==> src/rtl/deal_sequencer.sv <==
// Baccarat round sequencer: issues card-register load strobes, applies the third-card
// drawing rules and lights the winner. Optional auto-restart when AUTO_RESTART_EN is defined.
module deal_sequencer #(
  parameter int HOLD_CYCLES = 8
) (
  input  logic       slow_clock,
  input  logic       resetb,
  input  logic [3:0] pscore,
  input  logic [3:0] dscore,
  input  logic [3:0] pcard3,
  output logic       load_pcard1,
  output logic       load_pcard2,
  output logic       load_pcard3,
  output logic       load_dcard1,
  output logic       load_dcard2,
  output logic       load_dcard3,
  output logic       player_win_light,
  output logic       dealer_win_light,
  output logic       new_round,
  output logic [3:0] dbg_state
);

  typedef enum logic [3:0] {
    S_RST, S_P1, S_D1, S_P2, S_D2, S_EVAL, S_P3, S_BDEC, S_D3, S_DONE
`ifdef AUTO_RESTART_EN
    , S_CLR
`endif
  } state_t;

  // One-hot strobe vector: bit order P1, D1, P2, D2, P3, D3.
  localparam logic [5:0] LD_P1 = 6'b000001;
  localparam logic [5:0] LD_D1 = 6'b000010;
  localparam logic [5:0] LD_P2 = 6'b000100;
  localparam logic [5:0] LD_D2 = 6'b001000;
  localparam logic [5:0] LD_P3 = 6'b010000;
  localparam logic [5:0] LD_D3 = 6'b100000;

  state_t     state_q;
  logic [5:0] load_q;
  logic [3:0] third_val;
  logic       dealer_draws;
  logic       natural;
  logic       in_done;

  // Tens and face cards count zero toward the hand.
  assign third_val = (pcard3 >= 4'd10) ? 4'd0 : pcard3;
  assign natural   = (pscore >= 4'd8) || (dscore >= 4'd8);

  always_comb begin
    dealer_draws = 1'b0;
    case (dscore)
      4'd0, 4'd1, 4'd2: dealer_draws = 1'b1;
      4'd3:             dealer_draws = (third_val != 4'd8);
      4'd4:             dealer_draws = (third_val >= 4'd2) && (third_val <= 4'd7);
      4'd5:             dealer_draws = (third_val >= 4'd4) && (third_val <= 4'd7);
      4'd6:             dealer_draws = (third_val >= 4'd6) && (third_val <= 4'd7);
      default:          dealer_draws = 1'b0;
    endcase
  end

`ifdef AUTO_RESTART_EN
  localparam logic [7:0] HOLD_LAST = 8'(HOLD_CYCLES - 1);
  logic [7:0] hold_cnt_q;
  logic       new_round_q;
`else
  logic unused_hold;
  assign unused_hold = ^HOLD_CYCLES;
`endif

  always_ff @(posedge slow_clock or negedge resetb) begin
    if (!resetb) begin
      state_q     <= S_RST;
      load_q      <= '0;
`ifdef AUTO_RESTART_EN
      hold_cnt_q  <= '0;
      new_round_q <= 1'b0;
`endif
    end else begin
      load_q <= '0;
`ifdef AUTO_RESTART_EN
      new_round_q <= 1'b0;
`endif
      case (state_q)
        S_RST:  begin state_q <= S_P1; load_q <= LD_P1; end
        S_P1:   begin state_q <= S_D1; load_q <= LD_D1; end
        S_D1:   begin state_q <= S_P2; load_q <= LD_P2; end
        S_P2:   begin state_q <= S_D2; load_q <= LD_D2; end
        S_D2:   state_q <= S_EVAL;
        S_EVAL: begin
          if (natural) begin
            state_q <= S_DONE;
          end else if (pscore <= 4'd5) begin
            state_q <= S_P3;
            load_q  <= LD_P3;
          end else if (dscore <= 4'd5) begin
            state_q <= S_D3;
            load_q  <= LD_D3;
          end else begin
            state_q <= S_DONE;
          end
        end
        S_P3:   state_q <= S_BDEC;
        // pcard3 is valid here because P3's strobe was captured on the edge leaving P3.
        S_BDEC: begin
          if (dealer_draws) begin
            state_q <= S_D3;
            load_q  <= LD_D3;
          end else begin
            state_q <= S_DONE;
          end
        end
        S_D3:   state_q <= S_DONE;
        S_DONE: begin
`ifdef AUTO_RESTART_EN
          if (hold_cnt_q == HOLD_LAST) begin
            state_q     <= S_CLR;
            new_round_q <= 1'b1;
            hold_cnt_q  <= '0;
          end else begin
            hold_cnt_q <= hold_cnt_q + 8'd1;
          end
`else
          state_q <= S_DONE;
`endif
        end
`ifdef AUTO_RESTART_EN
        S_CLR:  begin state_q <= S_P1; load_q <= LD_P1; end
`endif
        default: state_q <= S_RST;
      endcase
    end
  end

  assign load_pcard1 = load_q[0];
  assign load_dcard1 = load_q[1];
  assign load_pcard2 = load_q[2];
  assign load_dcard2 = load_q[3];
  assign load_pcard3 = load_q[4];
  assign load_dcard3 = load_q[5];

  // Lights follow the live scores so the last dealer card is included in DONE.
  assign in_done          = (state_q == S_DONE);
  assign player_win_light = in_done && (pscore >= dscore);
  assign dealer_win_light = in_done && (dscore >= pscore);

`ifdef AUTO_RESTART_EN
  assign new_round = new_round_q;
`else
  assign new_round = 1'b0;
`endif

  assign dbg_state = state_q;

endmodule

==> config.mk <==
export PLATFORM = sky130hd
export DESIGN_NAME = deal_sequencer
export DESIGN_NICKNAME = d
export VERILOG_FILES = /design/src/rtl/deal_sequencer.sv
export SDC_FILE = /design/constraint.sdc
export NUM_CORES = 1
export LEC_CHECK = 0
export BUFFER_PORTS_ARGS = -buffer_cell sky130_fd_sc_hd__buf_2
export CORE_MARGIN = 3
export CORE_UTILIZATION = 41
export CTS_CLUSTER_SIZE = 12
export DETAILED_ROUTE_END_ITERATION = 7
export PLACE_DENSITY = 0.72
export SYNTH_ARGS = -nofsm -noshare
export SYNTH_HDL_FRONTEND = slang
export SYNTH_SLANG_ARGS = --single-unit
export TNS_END_PERCENT = 5
==> constraint.sdc <==
create_clock -name slow_clock -period 1.45 [get_ports slow_clock]
set_input_delay 0.29 -clock slow_clock [delete_from_list [all_inputs] [get_ports slow_clock]]
set_output_delay 0.29 -clock slow_clock [all_outputs]
set_load 0.03 [all_outputs]
==> impl_metrics.csv <==
group,metric,value,unit
status,outcome,"finished, violations left",
status,violations,"negative setup slack",
clocking,insertion_delay,260,ps
min_path,hold_class,"in2async",
placed_design,dpl_cell_area,910.9,sq um
global_routing,overflow,0,
yosys,ys_warn_count,0,
sta,max_freq,0.5647,GHz
clocking,cts-root-buf,"clkbuf_4",
yosys,ys_seq_elements,10,
power_and_ir_drop,clkPwrFrac,0.155,
sta,setup_tns,-623.6,ps
setup_path,r2r_cells,5,
global_routing,antenna_found_initial,0,
power_and_ir_drop,swShare,0.4290,
setup_path,end_kind,"output pin",
power_and_ir_drop,power_frac_seq,0.264,
global_routing,grt_max_degree,14,
final_layout,final_area,1017,sq um
floorplanning,dieArea,2083,sq um
clocking,clockBufferDepth,2,
power_and_ir_drop,power.net_switching,0.6857,mW
drt,first_pass_iters,4,
sta,period_minus_slack,1771,ps
clocking,post_cts_buffers,0,
placed_design,gp_congestion,0.7955,
placed_design,port_buffers,25,
setup_path,crit_chain,"buf_8 -> inv_6 -> ha_4 -> nor2b_4 -> o21a_1 -> o21a_1 -> o31a_1 -> buf_6",
global_routing,grt_pass1_vias,620,
setup_path,path_class,"in2out",
placed_design,dp_hpwl,1.331,mm
drt,wl,1.602,mm
placed_design,dp_slack,-457.0,ps
final_layout,fin_util,0.7357,
yosys,syn-cell-area,644.4,sq um
yosys,synth_edf_count,0,
drt,avgRoutedWirePerCell,12.61,um
clocking,cts_buffers,3,
yosys,synth_cell_types,31,
yosys,synth_ff_type,"dfrtp_1",
setup_path,slowest_stage,"o31a_1",
yosys,synth_top_area_frac,0.3883,
drt,ant_nets,0,
setup_path,rr_endpoint,"load_q[5]$_DFF_PN0_",
setup_path,cp_max_fo,2,
sta,fin_ws,-320.9,ps
sta,whs,412.4,ps
clocking,clkTransAtPathRegs,70,ps
final_layout,finalNonFillerCells,127,
sta,setup_violations,2,
setup_path,r2r-start,"dbg_state[3]$_DFF_PN0_",
sta,grt_setup_unrepaired,"true",
power_and_ir_drop,p_leak,0.5181,nW
final_layout,drive_gt1_frac,0.5357,
floorplanning,num_rows,13,
placed_design,dp.cells,122,
yosys,synthesis.instances,70,
final_layout,final_common_cell,"buf_2",
yosys,syn_avg_cell_area,9.205,sq um
final_layout,mostFrequentLayoutCells,"buf_2 (21), buf_4 (16), dfrtp_1 (7), nor2_1 (6)",
global_routing,globalRouteTotalUtil,0.1625,
yosys,synthTopCellsByArea,"dfrtp_1 (39%), ha_1 (7.8%), a21oi_1 (3.9%)",
setup_path,path_delay_family,"compound AO/OA/AOI/OAI gates",
floorplanning,io_pins,27,
setup_path,path_buf_inv,3,
power_and_ir_drop,combPwrFrac,0.581,
setup_path,regToRegSetupSlack,70,ps
sta,final_hold_viol_count,0,
clocking,cts_tree,"yes",
setup_path,arrival,1480,ps
drt,first_iter_violations,12,
final_layout,num_antenna_cells,0,
setup_path,crit_top_cell,"o21a_1",
yosys,synth-seq-area-share,0.3883,
clocking,cts.sinks,10,
floorplanning,core_area,1383,sq um
global_routing,grt_pass1_wl,2.490,mm
yosys,async_reset_ff_frac,1.000,
sta,finalMaxSlewViolations,0,
power_and_ir_drop,powerDensity,1571,nW/um^2
yosys,synth_top_cell_by_area,"dfrtp_1",
floorplanning,initial_core_util,0.4661,
setup_path,required,1160,ps
drt,vias,660,
floorplanning,die_w,45.65,um
power_and_ir_drop,internal_power,0.9126,mW
setup_path,start_kind,"input pin",
yosys,syn_nets,88,
drt,route.detailed.drc,0,
final_layout,area_delta_synth_final,57.86,%
setup_path,cpPeakStageDelay,250,ps
drt,drt-vias-per-instance,5.197,
floorplanning,die_h,45.65,um
run,drv_cap,0,
sta,fin_skew,4.895,ps
sta,fin_crit_sh,1.221,
final_layout,fin_nets,131,
clocking,h-tree-depth,1,
power_and_ir_drop,power,1.598,mW
power_and_ir_drop,vdd_drop_max,1.140,mV
-- worst max path at each step --
| stage | start | to | slack [ps] | cells past startpoint |
|---|---|---|---|---|
| after floorplan | dscore[1] | dealer_win_light | -250 | 5 |
| after global placement | pscore[1] | dealer_win_light | -410 | 8 |
| after detailed placement | pscore[1] | dealer_win_light | -460 | 8 |
| after CTS | pscore[1] | dealer_win_light | -330 | 8 |
| after global routing | pscore[1] | dealer_win_light | -380 | 8 |
| final | pscore[1] | dealer_win_light | -320 | 8 |
-- kinds of logic after synthesis --
| kind of cell | after synthesis | synth area share |
|---|---|---|
| AOI/OAI and AO/OA | 18 | 0.1864 |
| adders and majority gates | 4 | 0.07767 |
| buffers and inverters | 11 | 0.09319 |
| DFF | 10 | 0.3883 |
| other | 1 | 0.005820 |
| and+or+nand+nor | 26 | 0.2486 |
-- metal layers --
| layer | global-route usage | share of wire | routed length [um] |
|---|---|---|---|
| met1 | 0.1985 | 0.42 | 677 |
| met2 | 0.2953 | 0.51 | 818 |
| met3 | 0.02372 | 0.054 | 86 |
| met4 | 0.03509 | 0.012 | 19 |
| met5 | 0 | 0 | 0 |
-- timing repair --
item                                    4_1_cts  5_1_grt
resized for setup                            13        1
hold buffers                                  1        0
hold endpoints to repair                     10        0
endpoints found under the setup margin        2        3
pin swaps                                     4        1
-- cell type report --
cell class	count	area [sq um]
Multi-Input combinational cell	49	385.4
Fill cell	108	365.4
Sequential cell	10	254.0
Timing Repair Buffer	43	295.3
Tap cell	15	18.77
Clock buffer	4	36.28
Inverter	6	27.53
-- sequential cells by signal (all words and copies together), names as in the netlist --
| register | count |
|---|---|
| dbg_state | 4 |
| load_q | 6 |
-- worst register-to-register path: cells and delay by family (launching register included) --
family	cells	cell delay [ps]
simple gates	3	660
flops	1	430
buf+inv	1	150
compound gates	1	70
-- power by group through the flow --
stage | sequential (mW) | clock, mW | combinational (mW)
5_1_grt | 0.429 | 0.263 | 1.00
6_report | 0.421 | 0.248 | 0.929
2_1_floorplan | 0.604 | 0 | 0.395
3_5_place_dp | 0.413 | 0 | 0.871
4_1_cts | 0.422 | 0.250 | 0.924
3_3_place_gp | 0.407 | 0 | 0.849
-- Yosys cell counts, drive strengths merged, types with 3 or more instances --
| cell type | count |
|---|---|
| nand2b | 3 |
| dfrtp | 10 |
| nor2 | 6 |
| o21ai | 5 |
| nor2b | 3 |
| ha | 4 |
| inv | 6 |
| buf | 4 |
| nand2 | 3 |
| nor3 | 3 |
| a21oi | 5 |
No activity file was read; power rests on OpenSTA's default activity.
